[src/rtl/div_sequencer.sv]
// rtl/div_sequencer.sv - multi-cycle restoring divider sequencer (DIV/DIVU/REM/REMU)
// One quotient bit per cycle; divide-by-zero and signed overflow bypass the iteration.
module div_sequencer #(
  parameter int WIDTH = 32
) (
  input  logic             CLK,
  input  logic             RESET_N,
  input  logic             START,
  input  logic [4:0]       ALUOP,
  input  logic [WIDTH-1:0] DATA1,
  input  logic [WIDTH-1:0] DATA2,
  input  logic             FLUSH,
  output logic             BUSY,
  output logic             DONE,
  output logic [WIDTH-1:0] RESULT
);

  localparam int CW = (WIDTH > 1) ? $clog2(WIDTH) : 1;
  localparam logic [CW-1:0] LAST = CW'(WIDTH - 1);
  localparam logic [WIDTH-1:0] MIN_NEG = {1'b1, {(WIDTH-1){1'b0}}};

  typedef enum logic [2:0] {ST_IDLE, ST_PREP, ST_CALC, ST_FIX, ST_DONE} state_t;

  state_t           state_q;
  logic [1:0]       op_q;      // bit0: unsigned, bit1: remainder wanted
  logic [WIDTH-1:0] quo_q;     // dividend shifts out as quotient shifts in
  logic [WIDTH-1:0] dvs_q;
  logic [WIDTH-1:0] rem_q;
  logic [WIDTH-1:0] result_q;
  logic [CW-1:0]    cnt_q;
  logic             qneg_q;
  logic             rneg_q;
  logic             busy_q;
  logic             done_q;

  logic             accept_d;
  logic             is_signed_d;
  logic             ovf_d;
  logic             sub_ok_d;
  logic [WIDTH:0]   shift_d;
  logic [WIDTH-1:0] diff_d;

  always_comb begin
    accept_d    = START && (ALUOP[4:2] == 3'b011);
    is_signed_d = ~op_q[0];
    ovf_d       = is_signed_d && (quo_q == MIN_NEG) && (&dvs_q);
    shift_d     = {rem_q, quo_q[WIDTH-1]};
    sub_ok_d    = shift_d >= {1'b0, dvs_q};
    diff_d      = shift_d[WIDTH-1:0] - dvs_q;
  end

  always_ff @(posedge CLK or negedge RESET_N) begin
    if (!RESET_N) begin
      state_q  <= ST_IDLE;
      op_q     <= '0;
      quo_q    <= '0;
      dvs_q    <= '0;
      rem_q    <= '0;
      result_q <= '0;
      cnt_q    <= '0;
      qneg_q   <= 1'b0;
      rneg_q   <= 1'b0;
      busy_q   <= 1'b0;
      done_q   <= 1'b0;
    end else if (FLUSH) begin
      state_q <= ST_IDLE;
      busy_q  <= 1'b0;
      done_q  <= 1'b0;
    end else begin
      case (state_q)
        ST_IDLE, ST_DONE: begin
          done_q <= 1'b0;
          if (accept_d) begin
            op_q    <= ALUOP[1:0];
            quo_q   <= DATA1;
            dvs_q   <= DATA2;
            busy_q  <= 1'b1;
            state_q <= ST_PREP;
          end else begin
            busy_q  <= 1'b0;
            state_q <= ST_IDLE;
          end
        end
        ST_PREP: begin
          if (dvs_q == '0) begin
            result_q <= op_q[1] ? quo_q : '1;
            busy_q   <= 1'b0;
            done_q   <= 1'b1;
            state_q  <= ST_DONE;
          end else if (ovf_d) begin
            result_q <= op_q[1] ? '0 : MIN_NEG;
            busy_q   <= 1'b0;
            done_q   <= 1'b1;
            state_q  <= ST_DONE;
          end else begin
            if (is_signed_d && quo_q[WIDTH-1]) quo_q <= -quo_q;
            if (is_signed_d && dvs_q[WIDTH-1]) dvs_q <= -dvs_q;
            qneg_q  <= is_signed_d && (quo_q[WIDTH-1] ^ dvs_q[WIDTH-1]);
            rneg_q  <= is_signed_d && quo_q[WIDTH-1];
            rem_q   <= '0;
            cnt_q   <= '0;
            state_q <= ST_CALC;
          end
        end
        ST_CALC: begin
          rem_q <= sub_ok_d ? diff_d : shift_d[WIDTH-1:0];
          quo_q <= {quo_q[WIDTH-2:0], sub_ok_d};
          cnt_q <= cnt_q + 1'b1;
          if (cnt_q == LAST) state_q <= ST_FIX;
        end
        ST_FIX: begin
          result_q <= op_q[1] ? (rneg_q ? -rem_q : rem_q)
                              : (qneg_q ? -quo_q : quo_q);
          busy_q   <= 1'b0;
          done_q   <= 1'b1;
          state_q  <= ST_DONE;
        end
        default: begin
          state_q <= ST_IDLE;
          busy_q  <= 1'b0;
          done_q  <= 1'b0;
        end
      endcase
    end
  end

  assign BUSY   = busy_q;
  assign DONE   = done_q;
  assign RESULT = result_q;

endmodule
[config.mk]
export PLATFORM = sky130hd
export DESIGN_NAME = div_sequencer
export DESIGN_NICKNAME = d
export VERILOG_FILES = /design/src/rtl/div_sequencer.sv
export SDC_FILE = /design/constraint.sdc
export NUM_CORES = 1
export LEC_CHECK = 0
export CORE_UTILIZATION = 25
export CTS_CLUSTER_DIAMETER = 80
export DETAILED_ROUTE_END_ITERATION = 10
export GPL_TIMING_DRIVEN = 0
export PLACE_DENSITY_LB_ADDON = 0.05
export SLEW_MARGIN = 20
export SYNTH_ARGS = -nofsm -noshare
export SYNTH_HDL_FRONTEND = slang
export SYNTH_SLANG_ARGS = --single-unit
[constraint.sdc]
create_clock -name CLK -period 6.6 [get_ports CLK]
set_clock_uncertainty 0.2 [all_clocks]
set_input_delay 1.32 -clock CLK [delete_from_list [all_inputs] [get_ports CLK]]
set_output_delay 1.32 -clock CLK [all_outputs]
set_load 0.01 [all_outputs]
After elaboration in Yosys (flattened, before gate mapping) --
Cells that the tools add are included.
Word-level totals: register bits after elaboration 142, latch bits 0, memory bits (writable) 0, bits in read-only memories 0, input port bits 73, output and inout bits 34, logic and storage cells 99, memories 0
Operators by class: add/subtract/negate cells 5, multipliers 0, divide/modulo/power cells 0, magnitude comparators 1, eq/ne operators 16, shift operators 0, multiplexer cells 40, bitwise operators 5, reduce and logical (&&, ||, !) cells 21
Operator list (count):
- 32-bit two-way mux | 18
- 32-bit case mux with 2 select lines | 3
- 32-bit negation | 3
- 32-bit case mux with 3 select lines | 1
- 33-bit by 32-bit >= comparator with 1-bit output | 1
- 32-bit == test (second input constant) | 1
- 32-bit logical NOT | 1
- 32-bit AND reduction | 1
- 32-bit subtractor | 1
- 3-bit two-way mux | 4
- 2-bit != test (second input constant) | 6
- 3-bit case mux with 4 select lines | 1
- 6-bit AND reduction | 2
- 5-bit two-way mux | 2
- 5-bit case mux with 2 select lines | 1
- 3-bit by 2-bit == test with 1-bit output (second input constant) | 3
- 1-bit two-way mux | 8
- 4-bit AND reduction | 2
- 1-bit logical AND | 6
- 3-bit != test (second input constant) | 2
- 1-bit case mux with 3 select lines | 2
- 3-bit AND reduction | 2
- 2-bit nonzero test | 3
- 5-bit by 1-bit adder with 5-bit output (second input constant) | 1
- other kinds (10) | 13

Logic depth before layout (Yosys ltp) --
depth after elaboration 7, mapped depth 13, gate-level depth less buffers 12

Worst setup path after synthesis --
OpenSTA, ideal clock, no wires.
path type flip-flop to flip-flop, start point register quo_q[16], end point register result_q[30], in the netlist RESULT[30], library setup time 122 ps, arrival 2904 ps, data required time 6278 ps, setup slack 3375 ps, stages on the path, launching flop included 10, path buffers 1, clock period less this slack 3225 ps, path through dfrtp_1 > buf_6 > or4_4 > or4_4 > or4_4 > or3_4 > nand2_1 > a21oi_1 > or2_0 > a32o_1
On the way: cells in the longest elaborated chain, start to end 5, elaborated cells between the ends (all ways) 9, classes of those cells add/sub: 1; eq/ne: 2; mux: 3; reduce/logical: 3
RTL lines:
- from (decl) | RTL line 26 | logic [WIDTH-1:0] quo_q;
- from (signal assigned) | RTL line 96 | if (is_signed_d && quo_q[WIDTH-1]) quo_q <= -quo_q;
- from (signal assigned) | RTL line 107 | quo_q <= {quo_q[WIDTH-2:0], sub_ok_d};
- parallel branches: the longest is 5 deep, another holds 32-bit negation
- to (signal assigned) | RTL line 86 | result_q <= op_q[1] ? quo_q : '1;
- to (signal assigned) | RTL line 91 | result_q <= op_q[1] ? '0 : MIN_NEG;
- to (signal assigned) | RTL line 112 | result_q <= op_q[1] ? (rneg_q ? -rem_q : rem_q)
- to (decl) | RTL line 29 | logic [WIDTH-1:0] result_q;
Several ways; the timed one is not identified. A chain may end at the register's enable or synchronous reset.

Worst setup path after layout --
start point register dvs_q[1], end point register dvs_q[17]
On the way: cells in the longest elaborated chain, start to end 5, elaborated cells between the ends (all ways) 11, classes of those cells add/sub: 1; eq/ne: 2; mux: 4; reduce/logical: 4
RTL lines:
- from (decl) | RTL line 27 | logic [WIDTH-1:0] dvs_q;
- from (signal assigned) | RTL line 97 | if (is_signed_d && dvs_q[WIDTH-1]) dvs_q <= -dvs_q;
- 32-bit negation | RTL line 97
- 32-bit two-way mux | RTL line 97
- 32-bit two-way mux | RTL line 90 | end else if (ovf_d) begin
- 32-bit two-way mux | RTL line 85 | if (dvs_q == '0) begin
- 32-bit case mux with 2 select lines | RTL line 70 | case (state_q)
Parallel ways exist; a longest one is shown, timed or not. The select of a mux whose other input is x is not followed.

==> results by group <==
CTS
  – Worst-path clk slew: 70 ps
  – Longest Clk Path Bufs: 2
  – H-Tree Depth: 4
  – Post-CTS Resized: 0
  – Worst skew pair latency: 460 ps
  – Setup bufs post-CTS: 0
  – CTS sink cnt: 142
  – Hold buffer count at cts: 0
  – CTS root buffer: clkbuf_16
  – Cts bufs inserted: 17
  – CTS tree: yes

Worst setup path
  – Worst setup path category: register to register
  – Worst Setup Start Kind: register
  – Worst path cell trace: inv_1 > ha_1 > or3b_1 > nor4_1 > nand4_1 > o32ai_4 > a21oi_1 > clkbuf_1 > a21oi_1 > a21oi_1
  – Cell mode on critical path: a21oi_1
  – Worst r2r src: dvs_q[1]
  – Crit end category: register
  – Worst Path Required: between 6000 and 7000 ps
  – Critical path's largest stage delay: 750 ps
  – Worst Setup SP: dvs_q[1]
  – CP Max Fanout: 10
  – Critical path's top delay family: simple AND/OR/NAND/NOR gates
  – Worst Path Arrival: approximately 4500 ps
  – Worst path bufs/invs: 2
  – Slowest cell on crit path: nor4_1

Placed design
  – Port bufs: 106
  – Final HPWL DP: about 40 mm
  – Placed Cells: 2107
  – GPL Wtd Cong: 0.943
  – Post-Place Setup Slack: around 2200 ps

Routing
  – Drt pass-1 iters: 5
  – Post-DRT Antenna Nets: 0
  – DRC viols: 0
  – DR WL/cell: 24.1 um
  – Starting DRT DRC Count: between 900 and 1000
  – Vias/cell: 5.43
  – Via count: 11600
  – Routed Wire Length: 51.4 mm

Die
  – Initial core utilization: around a quarter
  – Die Height: 212 um
  – # IOs: 107
  – Die Wd: 212 um
  – Die area: approximately 45000 um^2
  – Core area: roughly 43000 um^2
  – Site Rows: 76

Power
  – Sw Ratio: 52.1%
  – Total power: 6.85 mW
  – Leakage: 5.33 nW
  – Clock group share of total power: 15.0%
  – Register share of total power: 25.8%
  – Peak supply drop: 0.000200 V
  – Internal Power: 3.28 mW
  – Logic pwr share: 59.2%
  – Psw: approximately 3.6 mW
  – Power Density: 510 nW/um^2

Min path
  – Hold_sp: RESULT[11]
  – Tightest Hold Check Type: register to register

STA
  – RSZ-0062 raised after global routing: false
  – Slew Limit Fails: 0
  – Final hold vios: 0
  – Hold Worst Slack: approximately 260 ps
  – Worst-Margin Slew: 961 ps
  – Final WS setup: 2190 ps
  – Final min period: roughly 4400 ps
  – FMAX: 227 MHz
  – Period Utilization, post-route: 66.8%
  – Slew headroom: 35.3%
  – Final Setup Violations: 0

Yosys
  – Top FF cell, synth: dfrtp_1
  – Syn_area_per_cell: between 7 and 8 um^2
  – Post-synth cell types: 77
  – Synthesized area: between 10000 and 15000 um^2
  – EDFF count, synth: 0
  – Post-synthesis sequential area ratio: 32.3%
  – Flops & latches, synth: ~140
  – Ys Warns: 0
  – Gate Count Post-Synth: between 1000 and 1500
  – Synth Net Count: 1527
  – Ys async rst share: between 90% and 100%

Cells and area
  – Layout Nets: 1653
  – Ant diodes: 0
  – Non-filler cells, final: 2138
  – Synthesis-to-finish area growth: 22.1%
  – # fillers: 4705
  – Fraction of layout cells with a size suffix above 1: around 4.5%
  – Core Util, Final: 31.0%

Global routing
  – Initial antenna violation count: 0
  – Total gr overflow: 0
  – Largest net degree at the start of global routing: between 70 and 80
  – GRT Util Overall: 23.4%
  – First-pass GRT wire length: about 76 mm
  – Vias in the first global route: ~11000

Flow run
  – Max Cap Viol: 0

Status
  – Status: complete, no violations
## layer usage
layer | vias up | part of all wire (%) | track usage (%) | wire length (um)
met5 | - | 0 | 0 | 0
met4 | 0 | 3.3 | 9.20 | 1720
met3 | 71 | 3.6 | 3.53 | 1860
met2 | 323 | 49 | 39.9 | 25000
met1 | 5747 | 44 | 29.6 | 22900
li1 | 5469 | - | - | -
## flip-flops by register name, indices dropped and copies added (netlist names)
register	flops
RESULT	32
dvs_q	32
quo_q	32
rem_q	32
cnt_q	5
state_q	3
op_q	2
BUSY	1
DONE	1
qneg_q	1
rneg_q	1
## kinds of logic (layout without fill, tap and decap cells)
| logic type | after synthesis | in the layout | synth area share, % |
|---|---|---|---|
| mux | 9 | 9 | 0.854 |
| compound gates | 469 | 469 | 27.6 |
| buf+inv | 157 | 295 | 5.68 |
| xor+xnor | 75 | 75 | 5.97 |
| fa+ha+maj | 39 | 39 | 4.51 |
| flops | 142 | 142 | 32.3 |
| simple gates | 524 | 524 | 23.1 |
## path summary, 6_finish.rpt
check | endpoint | slack, ps | cells after the start
min | RESULT[11] | 260 | 2
min in group asynchronous | quo_q[12] | 600 | 1
max | dvs_q[17] | 2190 | 10
max reg2reg | dvs_q[17] | 2190 | 10
min reg2reg | RESULT[11] | 260 | 2
max in group asynchronous | rem_q[19] | 4750 | 2
## tightest hold or removal path, delay by kind of cell (launching register included)
family	cells	cell delay [ps]
flip-flops	1	340
AND/OR/NAND/NOR	2	90
## power groups by stage
stage	registers, mW	logic (mW)	clock network, mW
after floorplan	1.55	2.75	0
after global placement	1.77	4.01	0
after detailed placement	1.77	4.02	0
after CTS	1.76	4.04	1.05
after global routing	1.81	4.51	1.09
final	1.77	4.06	1.03
## per-stage QoR
stage / setup TNS, ps / cell area [um^2]
2_1_floorplan: 0 / 11000
3_3_place_gp: -411890 / 12800
3_5_place_dp: 0 / 12800
4_1_cts: 0 / 13400
5_1_grt: 0 / 13400
6_report: 0 / 13400
## cells in the mapped netlist (all sizes together) (8+ instances only)
master / n / share of area, %
nand2: 180 / 6.1
dfrtp: 142 / 32
o21ai: 133 / 6.1
a21oi: 111 / 5.1
nor2: 105 / 3.6
clkbuf: 81 / 2.8
nand3: 54 / 2.5
inv: 53 / 1.8
xor2: 41 / 3.3
nor3: 40 / 1.8
ha: 38 / 4.3
xnor2: 34 / 2.7
buf: 23 / 1.1
a221oi: 22 / 1.8
nand4: 22 / 1.3
nand2b: 21 / 1.2
o22ai: 21 / 1.2
o311ai: 21 / 1.7
or3: 21 / 1.2
a31oi: 20 / 1.1
or4: 19 / 1.4
a21o: 16 / 1.1
o31ai: 15 / 1.0
a211oi: 11 / 0.75
a32oi: 11 / 0.88
nor3b: 11 / 0.75
nor4: 11 / 0.63
o221ai: 11 / 0.88
a22oi: 10 / 0.68
or2: 10 / 0.57
a22o: 9 / 0.72
o211ai: 9 / 0.61
and2: 8 / 0.46
## layout by cell type (no fill, tap or decap), types with 7 or more instances in the layout
cell / netlist / layout
a211oi_1: 11 / 11
a21o_1: 16 / 16
a21oi_1: 111 / 111
a221oi_1: 22 / 22
a22o_1: 9 / 9
a22oi_1: 10 / 10
a31oi_1: 20 / 20
a32oi_1: 11 / 11
and2_1: 7 / 7
and3_1: 7 / 7
buf_2: 13 / 13
clkbuf_1: 81 / 82
clkbuf_16: 0 / 17
clkdlybuf4s50_1: 0 / 105
dfrtp_1: 142 / 142
ha_1: 38 / 38
inv_1: 52 / 52
nand2_1: 180 / 180
nand2b_1: 21 / 21
nand3_1: 54 / 54
nand4_1: 22 / 22
nor2_1: 105 / 105
nor3_1: 40 / 40
nor3b_1: 11 / 11
nor4_1: 11 / 10
o211ai_1: 9 / 9
o21ai_0: 77 / 77
o21ai_1: 56 / 56
o221ai_1: 11 / 11
o22ai_1: 21 / 21
o311ai_1: 20 / 20
o31ai_1: 15 / 15
or3_1: 20 / 20
or4_1: 16 / 16
xnor2_1: 34 / 34
xor2_1: 41 / 41
## area by class of cell
cell class / count / area [um^2] / area share (%)
multi-input combinational: 1116 / 6830 / 50.9
timing repair buffer: 107 / 1090 / 8.15
clock inverter: 9 / 109 / 0.811
buffer: 104 / 425 / 3.17
inverter: 53 / 199 / 1.48
tap: 585 / 732 / 5.45
sequential: 142 / 3550 / 26.5
clock buffer: 22 / 484 / 3.61
No activity file was read; power rests on OpenSTA's default activity.
